===== src/rtl/axis_trailer_pkg.sv =====
// Shared types and helpers for the export-link trailer stage.
// Holds the FSM state encoding, the trailer field offsets and the saturating beat counter step.
package axis_trailer_pkg;

  typedef enum logic [0:0] {
    PASS    = 1'b0,
    TRAILER = 1'b1
  } trl_state_e;

  localparam int DEF_DATA_WIDTH = 64;
  localparam int DEF_SEQ_WIDTH  = 32;
  localparam int DEF_CNT_WIDTH  = 32;

  // Trailer word layout for the default build: beat count in the low field, sequence above it.
  localparam int TRL_CNT_LSB = 0;
  localparam int TRL_SEQ_LSB = DEF_CNT_WIDTH;

  // Increment v, holding at the largest value representable in w bits.
  function automatic logic [63:0] sat_inc(input logic [63:0] v, input int unsigned w);
    logic [63:0] max_v;
    max_v = (w >= 64) ? '1 : ((64'd1 << w) - 64'd1);
    return (v >= max_v) ? v : v + 64'd1;
  endfunction

endpackage


===== src/rtl/axis_export_trailer.sv =====
// AXI-Stream pass-through that moves TLAST onto one appended trailer beat carrying
// the frame sequence number and payload beat count; output is a single registered stage.
module axis_export_trailer
  import axis_trailer_pkg::*;
#(
  parameter int DATA_WIDTH = DEF_DATA_WIDTH,
  parameter int SEQ_WIDTH  = DEF_SEQ_WIDTH,
  parameter int CNT_WIDTH  = DEF_CNT_WIDTH
) (
  input  logic                  clk,
  input  logic                  rst,
  input  logic [DATA_WIDTH-1:0] din_data,
  input  logic                  din_last,
  input  logic                  din_valid,
  output logic                  din_ready,
  output logic [DATA_WIDTH-1:0] dout_data,
  output logic                  dout_last,
  output logic                  dout_valid,
  input  logic                  dout_ready,
  output logic [SEQ_WIDTH-1:0]  seq_no
);

  // The sequence field sits directly above the count field, whatever the count width is.
  localparam int SEQ_LSB = TRL_SEQ_LSB - DEF_CNT_WIDTH + CNT_WIDTH;

  if (DATA_WIDTH < SEQ_WIDTH + CNT_WIDTH) begin : g_width_chk
    $error("axis_export_trailer: DATA_WIDTH must be >= SEQ_WIDTH + CNT_WIDTH");
  end

  trl_state_e            state, state_nxt;
  logic [CNT_WIDTH-1:0]  beat_cnt, beat_cnt_nxt;
  logic [SEQ_WIDTH-1:0]  seq_no_nxt;
  logic [DATA_WIDTH-1:0] dout_data_nxt;
  logic                  dout_last_nxt;
  logic                  dout_valid_nxt;
  logic [DATA_WIDTH-1:0] trailer;
  logic                  load_ok;

  assign load_ok   = !dout_valid || dout_ready;
  assign din_ready = (state == PASS) && load_ok;

  always_comb begin
    trailer = '0;
    trailer[TRL_CNT_LSB +: CNT_WIDTH] = beat_cnt;
    trailer[SEQ_LSB +: SEQ_WIDTH]     = seq_no;
  end

  always_comb begin
    state_nxt      = state;
    beat_cnt_nxt   = beat_cnt;
    seq_no_nxt     = seq_no;
    dout_data_nxt  = dout_data;
    dout_last_nxt  = dout_last;
    dout_valid_nxt = dout_valid;
    // A completed handshake empties the stage unless something reloads it below.
    if (dout_valid && dout_ready) dout_valid_nxt = 1'b0;
    unique case (state)
      PASS: begin
        if (din_valid && din_ready) begin
          dout_data_nxt  = din_data;
          dout_last_nxt  = 1'b0;
          dout_valid_nxt = 1'b1;
          beat_cnt_nxt   = CNT_WIDTH'(sat_inc(64'(beat_cnt), CNT_WIDTH));
          if (din_last) state_nxt = TRAILER;
        end
      end
      TRAILER: begin
        if (load_ok) begin
          dout_data_nxt  = trailer;
          dout_last_nxt  = 1'b1;
          dout_valid_nxt = 1'b1;
          seq_no_nxt     = seq_no + SEQ_WIDTH'(1);
          beat_cnt_nxt   = '0;
          state_nxt      = PASS;
        end
      end
      default: state_nxt = PASS;
    endcase
  end

  // Output stage register
  always_ff @(posedge clk or posedge rst) begin
    if (rst) begin
      state      <= PASS;
      beat_cnt   <= '0;
      seq_no     <= '0;
      dout_data  <= '0;
      dout_last  <= 1'b0;
      dout_valid <= 1'b0;
    end else begin
      state      <= state_nxt;
      beat_cnt   <= beat_cnt_nxt;
      seq_no     <= seq_no_nxt;
      dout_data  <= dout_data_nxt;
      dout_last  <= dout_last_nxt;
      dout_valid <= dout_valid_nxt;
    end
  end

endmodule


===== config.mk =====
export PLATFORM = sky130hd
export DESIGN_NAME = axis_export_trailer
export DESIGN_NICKNAME = d
export VERILOG_FILES = /design/src/rtl/axis_trailer_pkg.sv /design/src/rtl/axis_export_trailer.sv
export SDC_FILE = /design/constraint.sdc
export NUM_CORES = 1
export LEC_CHECK = 0
export BUFFER_PORTS_ARGS = -buffer_cell sky130_fd_sc_hd__buf_2
export CAP_MARGIN = 15
export CORE_ASPECT_RATIO = 0.8
export CORE_MARGIN = 5
export CORE_UTILIZATION = 31
export CTS_BUF_LIST = sky130_fd_sc_hd__clkbuf_16
export DETAILED_ROUTE_END_ITERATION = 10
export PLACE_DENSITY = 0.6
export SLEW_MARGIN = 20
export SYNTH_ARGS = -nofsm -noshare
export SYNTH_HDL_FRONTEND = slang
export SYNTH_SLANG_ARGS = --single-unit
export TNS_END_PERCENT = 50

===== constraint.sdc =====
create_clock -name clk -period 4.9 [get_ports clk]
set_input_delay 0.245 -clock clk [delete_from_list [all_inputs] [get_ports clk]]
set_output_delay 0.245 -clock clk [all_outputs]
set_load 0.005 [all_outputs]

# After elaboration in Yosys (flattened, before gate mapping)

Cells that the tools add are included.

Bitwise logic cells: 1
Magnitude comparators: 1
Add/subtract/negate cells: 2
Eq/ne operators: 3
Mux-type cells: 18
Reductions and logical operators: 8

Operator list:

| cell                                                  | count |
|---|---|
| two-way mux 64 bit                                    | 2 |
| case mux 64 bit (2 select lines)                      | 1 |
| two-way mux 32 bit                                    | 3 |
| adder 32 x 1 -> 32 bit, second input constant         | 2 |
| case mux 32 bit (2 select lines)                      | 1 |
| >= comparator 32 bit, second input constant           | 1 |
| two-way mux 1 bit                                     | 8 |
| case mux 1 bit (2 select lines)                       | 3 |
| inequality test 2 x 1 -> 1 bit, second input constant | 2 |
| AND reduction 2 bit                                   | 2 |
| logical AND 1 bit                                     | 3 |
| AND reduction 3 bit                                   | 1 |
| inequality test 2 bit, second input constant          | 1 |
| logical NOT 1 bit                                     | 1 |
| logical OR 1 bit                                      | 1 |
| NOT 1 bit                                             | 1 |

Flip-flop bits (word level): 131
Logic and storage cells: 39
Input port bits: 69
Output and inout bits: 99

# Logic depth before layout (Yosys ltp)

Depth after elaboration: 6
Mapped depth: 9
Mapped depth without buffers: 6

# Worst setup path before layout

No wires, ideal clock.

Kind: flip-flop to flip-flop
Start point: reg beat_cnt[0]
End point: reg beat_cnt[2]
Data arrival time: 1907 ps
Period minus slack after synthesis: 1986 ps
Required time: 4821 ps
Stages on the path, launching flop included: 8
Path slack: 2914 ps
Setup time: 79 ps
Buffers on the path: 1
Cells stage by stage: dfrtp_1 > ha_1 > nand3_1 > nor3_1 > a31o_2 > buf_4 > mux2_1 > mux2i_1

Cells in the longest elaborated chain, start to end: 4
Elaborated cells between the ends (all ways): 7
Those cells by class: add/sub (1); order compare (1); eq/ne (1); mux (3); reduce/logical (1)

Ends and longest elaborated chain:

| element                          | RTL line                  | text |
|---|---|---|
| from (decl)                      | axis_export_trailer.sv:31 | `logic [CNT_WIDTH-1:0] beat_cnt, beat_cnt_nxt;` |
| from (signal assigned)           | axis_export_trailer.sv:92 | `beat_cnt <= beat_cnt_nxt;` |
| adder 32 x 1 -> 32 bit           | axis_trailer_pkg.sv:22    | `return (v >= max_v) ? v : v + 64'd1;` |
| two-way mux 32 bit               | axis_trailer_pkg.sv:22    |  |
| two-way mux 32 bit               | axis_export_trailer.sv:59 | `if (din_valid && din_ready) begin` |
| case mux 32 bit (2 select lines) | axis_export_trailer.sv:57 | `unique case (state)` |

Parallel ways exist; a longest one is shown, timed or not. The select of a mux whose other input is x is not followed.
A chain may end at the register's enable or synchronous reset.

# Worst setup path after layout

Start point: reg state
End point: reg seq_no[30]

Cells in the longest elaborated chain, start to end: 1

Ends and longest elaborated chain:

| element                       | RTL line                  | text |
|---|---|---|
| from (decl)                   | axis_export_trailer.sv:30 | `trl_state_e state, state_nxt;` |
| from (signal assigned)        | axis_export_trailer.sv:91 | `state <= state_nxt;` |
| AND reduction 2 bit (no line) | n/a                       |  |
| to (signal assigned)          | axis_export_trailer.sv:93 | `seq_no <= seq_no_nxt;` |
| to (decl)                     | axis_export_trailer.sv:20 | `output logic [SEQ_WIDTH-1:0] seq_no` |

No other way between the ends.

==> results_dict.tcl <==
set metrics [dict create \
    final.min_clock_period_ns 2.70 \
    fraction_of_synthesized_area_in_multiplexers_pct 12.5 \
    dr_vias_cell 4.81 \
    synth_sequential_area_ratio_pct 53.0 \
    yosys_warns 0 \
    syn-instance-count 598 \
    fin_total_pwr_mw 3.21 \
    reg2reg_from "state" \
    synthDominantAreaCellType "dfrtp_1" \
    die-width_um 168 \
    synth.cell_area_um2 6180 \
    worst_path_largest_cell_delay_ns 0.83 \
    io_buffer_count 167 \
    cts.repair.resized 0 \
    dominantRegCellSynth "dfrtp_1" \
    boundaryPins 168 \
    synth_async_sr_flop_share_pct 100 \
    core.rowCount 46 \
    drt-initial-drc-count 342 \
    hold_viol_final 0 \
    syn_avg_cell_area_um2 10.3 \
    p_per_area_nw_per_um2 408 \
    required_ns 5.19 \
    synth_edf_count 0 \
    synth-adder-area-share_pct 0.405 \
    final_core_occ_pct 39.9 \
    initial_utilization_pct 31.3 \
    tritoncts_num_sinks 131 \
    grt_setup_unrepaired "no" \
    number_of_antenna_violations_at_the_first_check_in_global_routing 0 \
    tritoncts.num_buffers 17 \
    status "completed" \
    detailroute.via_count 4987 \
    whs_ns 0.0700 \
    clkTransAtPathRegs_ns 0.06 \
    placed_area_um2 7260 \
    insertion_delay_ns 0.42 \
    critPathMaxFanout 38 \
    routed_wl_mm 16.4 \
    cts_htree_levels 4 \
    timing.final.max_slew_violations 0 \
    synth_commonest_cells "dfrtp_1, nand2_1, mux2i_1" \
    grt-ovfl-total 0 \
    leading_cell_type_by_number_of_instances_after_synthesis "dfrtp_1" \
    grt_pass1_vias 4868 \
    finalWeightedCongestion 0.736 \
    die_area_um2 22900 \
    timing.slew.headroom_pct 31.2 \
    synth_simple_gate_area_share_pct 17.1 \
    coreArea_um2 19700 \
    synth_top_family_by_area "simple AND/OR/NAND/NOR gates" \
    holdBufCountCts 1 \
    cap_viol_max_count 0 \
    worst_setup_path_start_kind "flip-flop" \
    grtUsageTotal_pct 14.5 \
    final-setup-viol-count 0 \
    area_delta_synth_final_pct 27.4 \
    ys_top_cells_by_area "dfrtp_1, mux2i_1, nand2_1" \
    synth_nets 669 \
    worst_hold_path_type "input pin to flip-flop" \
    post-dp-hpwl_mm 11.5 \
    n_antenna_cell 0 \
    timing.critical_path.slowest_stage_cell "dfrtp_4" \
    timing.final.crit_share_pct 55.0 \
    setup_total_negative_slack_ns 0 \
    hold_startpoint "din_valid" \
    cts_root_buffer "clkbuf_16" \
    timing_worst_slew_pin_value_ns 1.03 \
    cellLeakagePower_nw 3.67 \
    layout-drive-gt1-share_pct 28.3 \
    critPathMostFrequentCell "nand3_1" \
    route.detailed.wl_per_inst_um 15.8 \
    setup.worst_path.start "state" \
    achievable-frequency_mhz 371 \
    fp.dieH_um 136 \
    chain_of_cells_forming_the_critical_path "buf_4 > nand3_1 > nor3_2 > nand3_1 > xnor2_1" \
    nNetsFinal 831 \
    cts_setup_buffers 0 \
    drt_drc_violations_left 0 \
    drt-pass1-iter-count 5 \
    finalInstanceArea_um2 7880 \
    timing.setup.critical_path_class "flip-flop to flip-flop" \
    timing.critical_path.to_type "flip-flop" \
    grt_start_max_net_pins 81 \
    worst_case_vdd_ir_drop_mv 0.250 \
    postSynthRegisterBits 131 \
    synth_xor_xnor_area_share_pct 4.67 \
    tritoncts "yes" \
    synth_compound_area_share_pct 9.67 \
    clock_tree.buffer_depth 2 \
    synth.lib_cells_used.distinct 45 \
    grt_first_pass_wirelength_mm 26.5 \
    synth_top_cell_area_share_pct 53.0 \
    worst_clock_skew_ns 0.0136 \
    worst_ep_arrival_time_ns 2.99 \
    drt.antenna.violating_nets 0 \
]
worst max-delay path: cells and delay by family (launching register included):
| family | cells | cell delay, ns |
|---|---|---|
| simple gates | 3 | 0.91 |
| buf+inv | 1 | 0.65 |
| xor+xnor | 1 | 0.16 |
| flops | 1 | 0.83 |
stage by stage:
stage	setup slack [ns]	cells
6_report	2.20	1037
5_1_grt	1.97	1037
4_1_cts	2.14	1037
3_5_place_dp	2.16	1004
3_3_place_gp	2.22	1004
2_1_floorplan	1.16	598
final timing paths:
path	end	slack, ns	cells past startpoint
max	seq_no[30]	2.20	5
min	dout_valid	0.07	2
max reg2reg	seq_no[30]	2.20	5
min reg2reg	dout_data[19]	0.47	2
max in group asynchronous	dout_data[40]	3.21	4
min in group asynchronous	dout_data[2]	0.51	3
routing by layer:
metal / vias up / GRT usage, % / share of wire [%]
met2: 143 / 20.3 / 41
met5: - / 0 / 0
met3: 18 / 4.59 / 6.4
met1: 2362 / 21.4 / 51
met4: 0 / 4.37 / 1.3
li1: 2464 / - / -
layout by cell type, fill, tap and decap left out, types with 6 or more instances in the layout:
master	instances
a21oi_1	6
and3_1	9
and4_1	6
buf_2	167
clkbuf_16	17
dfrtp_1	130
mux2i_1	76
nand2_1	114
nand3_1	22
nand4_1	20
nor2_1	11
nor3_2	6
o21ai_0	66
xnor2_1	29
cell families (layout without fill, tap and decap cells):
group | after synthesis | in the layout
AND/OR/NAND/NOR | 215 | 215
AO/OA/AOI/OAI | 103 | 103
flip-flops | 131 | 131
multiplexers | 77 | 77
adder cells (fa/ha/maj) | 2 | 2
buffers and inverters | 37 | 212
XOR/XNOR | 33 | 33
final cells by class:
| type | count | area (um^2) |
|---|---|---|
| fillers | 1967 | 11900 |
| inverters | 7 | 31.3 |
| repair buffers | 173 | 883 |
| well taps | 264 | 330 |
| flip-flops and latches | 131 | 3280 |
| clock buffers | 17 | 425 |
| clock inverters | 15 | 181 |
| multi-input cells | 430 | 2750 |
sequential cells by signal, indices dropped and copies added, names as in the netlist:
register    cells
dout_data      64
beat_cnt       32
seq_no         32
dout_last       1
dout_valid      1
state           1
report_power, final:
group          switching, mW  leakage, nW  internal [mW]
clock                  0.514        0.294          0.805
sequential             0.135         1.70           1.25
combinational          0.274         1.68          0.238
total                  0.923         3.67           2.29
No activity file was read; power rests on OpenSTA's default activity.
